### src/rtl/dump_pkg.sv
// Shared beat tags, FSM states and header defaults for the CPU state dumper.
package dump_pkg;

  localparam logic [1:0] TAG_HDR_PC = 2'd0;
  localparam logic [1:0] TAG_REG    = 2'd1;
  localparam logic [1:0] TAG_MEM    = 2'd2;
  localparam logic [1:0] TAG_SUM    = 2'd3;

  localparam logic [15:0] DEF_HDR_MAGIC = 16'hD0D0;

  // Each non-idle state names the kind of beat currently held in the output register.
  typedef enum logic [2:0] {
    S_IDLE,
    S_HDR,
    S_PC,
    S_REG,
    S_MEM,
    S_SUM
  } state_t;

endpackage

### src/rtl/dump_tx_reg.sv
// Valid/ready output register for the dump stream; loads whenever empty or the held beat is taken.
// Latency 1 cycle from load to presentation; holds payload stable while stalled.
module dump_tx_reg #(
  parameter int DATA_W = 32
) (
  input  logic              clk,
  input  logic              rst,
  input  logic              in_valid,
  input  logic [DATA_W-1:0] in_data,
  input  logic [1:0]        in_tag,
  input  logic              in_last,
  output logic              load,
  input  logic              ready,
  output logic              valid,
  output logic [DATA_W-1:0] data,
  output logic [1:0]        tag,
  output logic              last
);

  assign load = !valid || ready;

  always_ff @(posedge clk) begin
    if (rst) begin
      valid <= 1'b0;
      data  <= '0;
      tag   <= '0;
      last  <= 1'b0;
    end else if (load) begin
      valid <= in_valid;
      data  <= in_data;
      tag   <= in_tag;
      last  <= in_last;
    end
  end

endmodule

### src/rtl/cpu_state_dumper.sv
// Streams header, PC, register file, data memory and an XOR checksum as one handshaked frame.
// Header appears one cycle after the request; bubble-free under ready, fully stalls on !ready.
module cpu_state_dumper
  import dump_pkg::*;
#(
  parameter int          NUM_REGS  = 32,
  parameter int          NUM_MEM   = 32,
  parameter int          DATA_W    = 32,
  parameter logic [15:0] HDR_MAGIC = DEF_HDR_MAGIC
) (
  input  logic                        clk_i,
  input  logic                        rst_i,
  input  logic                        dump_req_i,
  input  logic [DATA_W-1:0]           pc_i,
  output logic [$clog2(NUM_REGS)-1:0] reg_addr_o,
  input  logic [DATA_W-1:0]           reg_data_i,
  output logic [$clog2(NUM_MEM)-1:0]  mem_addr_o,
  input  logic [DATA_W-1:0]           mem_data_i,
  output logic                        tx_valid_o,
  output logic [DATA_W-1:0]           tx_data_o,
  output logic [1:0]                  tx_tag_o,
  output logic                        tx_last_o,
  input  logic                        tx_ready_i,
  output logic                        busy_o
);

  localparam int RAW = $clog2(NUM_REGS);
  localparam int MAW = $clog2(NUM_MEM);
  localparam int KW  = (RAW > MAW) ? RAW : MAW;

  localparam logic [KW-1:0] REG_LAST = KW'(NUM_REGS - 1);
  localparam logic [KW-1:0] MEM_LAST = KW'(NUM_MEM - 1);

  state_t            state, state_nxt;
  logic [KW-1:0]     k, k_nxt, k_inc;
  logic [15:0]       seq;
  logic [DATA_W-1:0] acc;
  logic [DATA_W-1:0] pc_snap;
  logic [DATA_W-1:0] hdr_word;

  logic              ld_valid;
  logic [DATA_W-1:0] ld_data;
  logic [1:0]        ld_tag;
  logic              ld_last;
  logic              load;
  logic              fire;

  assign fire     = tx_valid_o && tx_ready_i;
  assign k_inc    = k + KW'(1);
  assign hdr_word = DATA_W'({HDR_MAGIC, seq});
  assign busy_o   = (state != S_IDLE);

  // k indexes the beat on the wire, so the read ports look one entry ahead.
  assign reg_addr_o = (state == S_REG) ? k_inc[RAW-1:0] : '0;
  assign mem_addr_o = (state == S_MEM) ? k_inc[MAW-1:0] : '0;

  always_comb begin
    state_nxt = state;
    k_nxt     = k;
    ld_valid  = 1'b0;
    ld_data   = '0;
    ld_tag    = TAG_HDR_PC;
    ld_last   = 1'b0;
    case (state)
      S_IDLE: begin
        if (dump_req_i) begin
          state_nxt = S_HDR;
          ld_valid  = 1'b1;
          ld_data   = hdr_word;
        end
      end
      S_HDR: begin
        if (fire) begin
          state_nxt = S_PC;
          ld_valid  = 1'b1;
          ld_data   = pc_snap;
        end
      end
      S_PC: begin
        if (fire) begin
          state_nxt = S_REG;
          k_nxt     = '0;
          ld_valid  = 1'b1;
          ld_data   = reg_data_i;
          ld_tag    = TAG_REG;
        end
      end
      S_REG: begin
        if (fire) begin
          ld_valid = 1'b1;
          if (k == REG_LAST) begin
            state_nxt = S_MEM;
            k_nxt     = '0;
            ld_data   = mem_data_i;
            ld_tag    = TAG_MEM;
          end else begin
            k_nxt   = k_inc;
            ld_data = reg_data_i;
            ld_tag  = TAG_REG;
          end
        end
      end
      S_MEM: begin
        if (fire) begin
          ld_valid = 1'b1;
          if (k == MEM_LAST) begin
            state_nxt = S_SUM;
            k_nxt     = '0;
            ld_data   = acc;
            ld_tag    = TAG_SUM;
            ld_last   = 1'b1;
          end else begin
            k_nxt   = k_inc;
            ld_data = mem_data_i;
            ld_tag  = TAG_MEM;
          end
        end
      end
      S_SUM: begin
        if (fire) begin
          state_nxt = S_IDLE;
        end
      end
      default: state_nxt = S_IDLE;
    endcase
  end

  always_ff @(posedge clk_i) begin
    if (rst_i) begin
      state   <= S_IDLE;
      k       <= '0;
      seq     <= '0;
      acc     <= '0;
      pc_snap <= '0;
    end else begin
      state <= state_nxt;
      k     <= k_nxt;
      if (state == S_IDLE && dump_req_i) begin
        pc_snap <= pc_i;
      end
      // Header restarts the running XOR; loading the checksum itself leaves it at zero.
      if (load && ld_valid) begin
        acc <= (state == S_IDLE) ? ld_data : (acc ^ ld_data);
      end
      if (fire && state == S_SUM) begin
        seq <= seq + 16'd1;
      end
    end
  end

  dump_tx_reg #(
    .DATA_W(DATA_W)
  ) u_tx_reg (
    .clk      (clk_i),
    .rst      (rst_i),
    .in_valid (ld_valid),
    .in_data  (ld_data),
    .in_tag   (ld_tag),
    .in_last  (ld_last),
    .load     (load),
    .ready    (tx_ready_i),
    .valid    (tx_valid_o),
    .data     (tx_data_o),
    .tag      (tx_tag_o),
    .last     (tx_last_o)
  );

endmodule

### config.mk
export PLATFORM = sky130hd
export DESIGN_NAME = cpu_state_dumper
export DESIGN_NICKNAME = d
export VERILOG_FILES = /design/src/rtl/dump_pkg.sv /design/src/rtl/dump_tx_reg.sv /design/src/rtl/cpu_state_dumper.sv
export SDC_FILE = /design/constraint.sdc
export NUM_CORES = 1
export LEC_CHECK = 0
export ABC_CLOCK_PERIOD_IN_PS = 2790
export CORE_ASPECT_RATIO = 1.25
export CORE_MARGIN = 1.5
export CORE_UTILIZATION = 50
export DETAILED_ROUTE_END_ITERATION = 8
export PLACE_DENSITY = 0.83
export SYNTH_ARGS = -nofsm -noshare
export SYNTH_HDL_FRONTEND = slang
export SYNTH_HIERARCHICAL = 1
export SYNTH_SLANG_ARGS = --single-unit
export TNS_END_PERCENT = 100
### constraint.sdc
create_clock -name clk_i -period 2.79 [get_ports clk_i]
set_input_delay 0.279 -clock clk_i [delete_from_list [all_inputs] [get_ports clk_i]]
set_output_delay 0.279 -clock clk_i [all_outputs]
set_load 0.02 [all_outputs]
After elaboration in Yosys (flattened, before gate mapping)
Cells that the tools add are included.
{"block": "word_totals", "in_bits": 100, "reg_bits": 124, "output_inout_bits": 47, "word_cells": 76}
{"block": "op_classes", "addsub": 2, "bitwise_logic": 1, "eq_ne": 15, "reduce_logical": 13, "muxes": 36}
{"op": "$mux W32", "n": 8}
{"op": "$pmux W32 S5", "n": 1}
{"op": "$xor A32 B32 Y32", "n": 1}
{"op": "$mux W5", "n": 5}
{"op": "$mux W3", "n": 8}
{"op": "$pmux W3 S6", "n": 1}
{"op": "$add A16 B1 Y16 const B", "n": 1}
{"op": "$ne A2 B2 Y1 const B", "n": 6}
{"op": "$pmux W5 S2", "n": 1}
{"op": "$reduce_and A8 Y1", "n": 1}
{"op": "$mux W1", "n": 7}
{"op": "$eq A3 B2 Y1 const B", "n": 2}
{"op": "$eq A3 B3 Y1 const B", "n": 2}
{"op": "$mux W2", "n": 3}
{"op": "$ne A2 B1 Y1 const B", "n": 3}
{"op": "$pmux W2 S3", "n": 1}
{"op": "$add A5 B1 Y5 const B", "n": 1}
{"op": "$eq A5 B5 Y1 const B", "n": 1}
{"op": "$logic_and A1 B1 Y1", "n": 4}
{"op": "$reduce_or A4 Y1", "n": 1}
{"op": "$eq A3 B1 Y1 const B", "n": 1}
{"op": "$logic_not A3 Y1", "n": 1}
{"op": "$reduce_and A3 Y1", "n": 1}
{"op": "$reduce_bool A3 Y1", "n": 1}
{"op": "other kinds (5)", "n": 5}

Longest topological paths before layout
{"block": "depth", "ltp_word": 6, "ltp_mapped": 11, "ltp_nobuf": 10}

Cells and area by module
Netlist, hierarchy kept.
{"module": "cpu_state_dumper", "cells_each": 755, "area_per_inst_um2": 5785.5, "instances": 1, "seq_area_each_um2": 1761.7}
{"module": "dump_tx_reg", "cells_each": 162, "area_per_inst_um2": 1656.6, "instances": 1, "seq_area_each_um2": 720.7}

Worst setup path before layout
No wires, ideal clock.
{"block": "synth_timing", "path_kind": "register to register", "startpoint": "register k[0]", "endpoint": "register acc[10]", "arrival_time_ns": 2.464, "path_stages_with_launch": 11, "required_ns": 2.716, "setup_slack_ns": 0.252, "setup_ns": 0.074, "path_cell_list": "dfxtp_1 > ha_1 > and3_1 > ha_1 > buf_4 > buf_4 > mux2i_1 > nor3_1 > a2111o_1 > or3b_1 > a31oi_1"}
{"block": "synth_between", "elab_chain_cells": 6, "elab_cells_between_ends": 8, "classes_between": "1 x eq/ne; 6 x mux; 1 x bitwise"}
{"element": "from (decl)", "line": "cpu_state_dumper.sv:35", "source": "logic [KW-1:0] k, k_nxt, k_inc;"}
{"element": "from (signal assigned)", "line": "cpu_state_dumper.sv:137", "source": "k <= k_nxt;"}
{"element": "$eq A5 B5 Y1 (*)", "line": "cpu_state_dumper.sv:91, cpu_state_dumper.sv:106"}
{"element": "$mux W32 (on tied branches)", "line": "cpu_state_dumper.sv:106, cpu_state_dumper.sv:91"}
{"element": "$mux W32 (on tied branches)", "line": "cpu_state_dumper.sv:104, cpu_state_dumper.sv:89"}
{"element": "$pmux W32 S5 (*)", "line": "cpu_state_dumper.sv:64", "source": "case (state)"}
{"element": "net ld_data[10]", "line": "cpu_state_dumper.sv:42", "source": "logic [DATA_W-1:0] ld_data;"}
{"element": "$xor A32 B32 Y32", "line": "cpu_state_dumper.sv:143", "source": "acc <= (state == S_IDLE) ? ld_data : (acc ^ ld_data);"}
{"element": "$mux W32 (*)", "line": "cpu_state_dumper.sv:143"}
{"element": "to (signal assigned)", "line": "cpu_state_dumper.sv:143"}
{"element": "to (decl)", "line": "cpu_state_dumper.sv:37", "source": "logic [DATA_W-1:0] acc;"}
Mark *: on every way through the listed nets, which the timed path passes. The rest lies on a longest branch.
A chain may end at the register's enable or synchronous reset.

Worst setup path in the final report
{"block": "layout_timing", "startpoint": "register k[0]", "endpoint": "register acc[13]"}
The elaborated chain is that of the path after synthesis.

==> results_dict.tcl <==
set metrics [dict create \
    status "complete, but fails checks" \
    violations "design-rule violations" \
    required_ps 3130 \
    vdd_drop_max_uv 340 \
    met3WireLength_microns 2200 \
    p_seq_share_pct 37.5 \
    dieArea_sq_um 15600 \
    regArea_sq_um 2490 \
    antenna_found_initial 0 \
    cts_sinks 124 \
    drt_iter0_markers 1000 \
    clk_latency_ps 420 \
    synth-seq-cells 124 \
    hold_path_class "input port to register" \
    combPwrFrac_pct 18.6 \
    slew_headroom_pct 57.1 \
    wl_met1_microns 9460 \
    multi_input_area_sq_um 4530 \
    async_reset_ff_share_pct 0 \
    dr.pass1.iters 7 \
    syn_nets 1021 \
    place_area_sq_um 9040 \
    crit_path_start "k[0]$_SDFFE_PP0P_" \
    reg2regPathDepth 9 \
    cts_tree "built" \
    wl_met2_microns 10300 \
    fp.dieH_microns 139 \
    synth_area_sq_um 7440 \
    core-area_sq_um 14500 \
    cts-root-buf "clkbuf_16" \
    stdcell_area_sq_um 9690 \
    syn-instance-count 917 \
    r2r-end "acc[13]$_SDFFE_PP0P_" \
    synthTopCellsByArea "dfxtp_1 33%, nand2_1 6.7%, nand4bb_1 5.4%" \
    start_util_pct 51.4 \
    drcViolationCount 20 \
    setup.worst_path.class "register to register" \
    filler_cell_count 1145 \
    num_io_pins 147 \
    synth_top_cell_area_share_pct 33.4 \
    instances_no_fill 1233 \
    netlist_top_cells_count "132 x nand2_1, 124 x dfxtp_1, 70 x a21oi_1, 46 x nand2b_1, 40 x nor2_1" \
    clkSlewWorstSetupHoldPaths_ps 50 \
    worstReg2RegStart "k[0]$_SDFFE_PP0P_" \
    r2r_slack_ps 130 \
    yosys.cell_count.top_type "nand2_1" \
    grt_pass1_wl_microns 35900 \
    diodes 0 \
    synth_ff_type "dfxtp_1" \
    max_freq_mhz 376 \
    cap_violations 0 \
    worstHoldPathCells 2 \
    clock_skew_ps 6.13 \
    top_layer_used "met4" \
    setup_viol_count_final 0 \
    p_switching_mw 1.43 \
    clockPowerShare_pct 43.9 \
    gp_congestion 0.913 \
    grt.overflow.total 0 \
    dp.cells 1200 \
    synthDistinctLibCells 70 \
    finalWirelength_microns 22700 \
    grt_pass1_vias 6902 \
    startpoint_type "register" \
    port_buffers 146 \
    ant_nets 0 \
    wl_per_cell_microns 18.4 \
    crit_fanout 25 \
    final_nets 1146 \
    synth_edf_count 0 \
    grt.total_usage_pct 28.4 \
    htreeDepth 4 \
    slew_violations 0 \
    p_leak_nw 3.47 \
    hold_viol 0 \
    row_count 49 \
    cts_buffers 17 \
    yosys_warnings 6 \
    clockBufferDepth 2 \
    via_count 7647 \
    endpoint_kind "register" \
    holdCritStartpoint "rst_i" \
    p_int_mw 3.69 \
    p_sw_share_pct 28.0 \
    min_period_over_period_pct 95.4 \
    hold_buffers 0 \
    vias_per_cell 6.20 \
    die_w_microns 112 \
    yosysTopAreaCell "dfxtp_1" \
    worstMarginPinSlew_ps 636 \
    hold_path_end "seq[10]$_SDFFE_PP0P_" \
    cp.arrival_ps 3000 \
    syn_avg_cell_area_sq_um 8.12 \
    whs_ps 319 \
    dp_hpwl_microns 15600 \
    pwr_density_cell_nw_per_um2 529 \
    drive_gt1_share_pct 10.7 \
    grt_max_degree 67 \
    ys_seq_area_share_pct 33.4 \
    min_period_ps 2660 \
    synthToLayoutAreaGrowth_pct 30.2 \
]
## sequential cells by signal, summed over array words and instances (netlist names)
register and count:
acc 32, pc_snap 32, u_tx_reg/data 32, seq 16, k 5, state 3
u_tx_reg/tag 2, u_tx_reg/last 1, u_tx_reg/valid 1
## logic make-up (layout without fill, tap and decap cells)
group                    Yosys count  in the layout  share of synthesized area (%)
AND/OR/NAND/NOR                  403            403                           31.3
AO/OA/AOI/OAI                    247            247                           22.3
adder cells (fa/ha/maj)            4              4                          0.673
flip-flops                       124            124                           33.4
XOR/XNOR                          19             19                           2.24
buffers and inverters             92            230                           6.29
multiplexers                      28             28                           3.92
## repair_timing
| item | CTS | global route |
|---|---|---|
| resized for setup | 0 | 11 |
| endpoints found under the setup margin | 0 | 28 |
| buffers inserted | 0 | 0 |
## power groups by stage
stage / combinational, mW / sequential (mW) / clock, mW
6_report: 0.955 / 1.92 / 2.25
5_1_grt: 1.03 / 1.93 / 2.35
4_1_cts: 0.934 / 1.92 / 2.26
3_5_place_dp: 0.930 / 1.95 / 0
3_3_place_gp: 0.922 / 1.95 / 0
2_1_floorplan: 0.570 / 1.94 / 0
## layout make-up
| class | count | area share (%) |
|---|---|---|
| clock buffer | 20 | 4.71 |
| timing repair buffer | 188 | 18.7 |
| tap | 178 | 2.30 |
| multi-input combinational | 701 | 46.7 |
| clock inverter | 12 | 1.50 |
| sequential | 124 | 25.7 |
| inverter | 10 | 0.387 |
## how the worst max path moves through the flow
stage | end | slack [ps] | depth (start not counted)
floorplan | acc[10]$_SDFFE_PP0P_ | 250 | 10
global placement | acc[22]$_SDFFE_PP0P_ | 250 | 6
detailed placement | acc[17]$_SDFFE_PP0P_ | 130 | 10
CTS | acc[27]$_SDFFE_PP0P_ | 30 | 9
global route | acc[7]$_SDFFE_PP0P_ | -0.07 | 10
finish | acc[13]$_SDFFE_PP0P_ | 130 | 9
## per-layer routing
| layer | track usage, % | up-vias |
|---|---|---|
| met4 | 11.4 | 0 |
| met2 | 43.3 | 473 |
| met3 | 5.44 | 68 |
| met1 | 39.5 | 3516 |
| li1 | - | 3590 |
| met5 | 0 | - |
## stage by stage
stage                     power, mW  util [%]  setup slack (ps)  TNS [ps]
after CTS                      5.11      66.6              30.9         0
final                          5.13      67.0               129         0
after global routing           5.30      67.0           -0.0728   -0.0728
after floorplan                2.51         -               252         0
after detailed placement       2.88      62.5               130         0
after global placement         2.87      62.5               249         0
## cell usage in the layout, fill, tap and decap left out, types with 6 or more instances in the layout
master and instances:
nor3_1 15, mux2_2 8, nand2b_1 46, a32oi_1 11
o21ai_0 26, o211ai_1 13, dfxtp_1 122, and2_1 9
inv_1 8, a21oi_1 70, nor2b_1 11, mux2i_1 19
or3b_1 8, a2111oi_1 7, a2111o_1 8, clkdlybuf4s50_1 145
xnor2_1 6, o21ai_2 10, o31ai_1 12, nor2_1 40
a22o_1 8, a31oi_1 16, clkbuf_16 18, nand3b_1 9
nand3_1 35, and3_1 28, nand4_1 10, nand2_1 131
o21ai_1 21, a21o_1 9, nand4bb_1 36, buf_4 40
xor2_1 13
## critical path, cell delays in order (launching register included)
cell and delay (ps):
dfxtp_1 420, ha_2 250, and3_1 190, ha_2 280
buf_12 230, mux2i_1 210, nor3_1 60, a2111o_1 410
or3b_1 360, a31oi_1 180
Power figures use the tool's default switching activity.
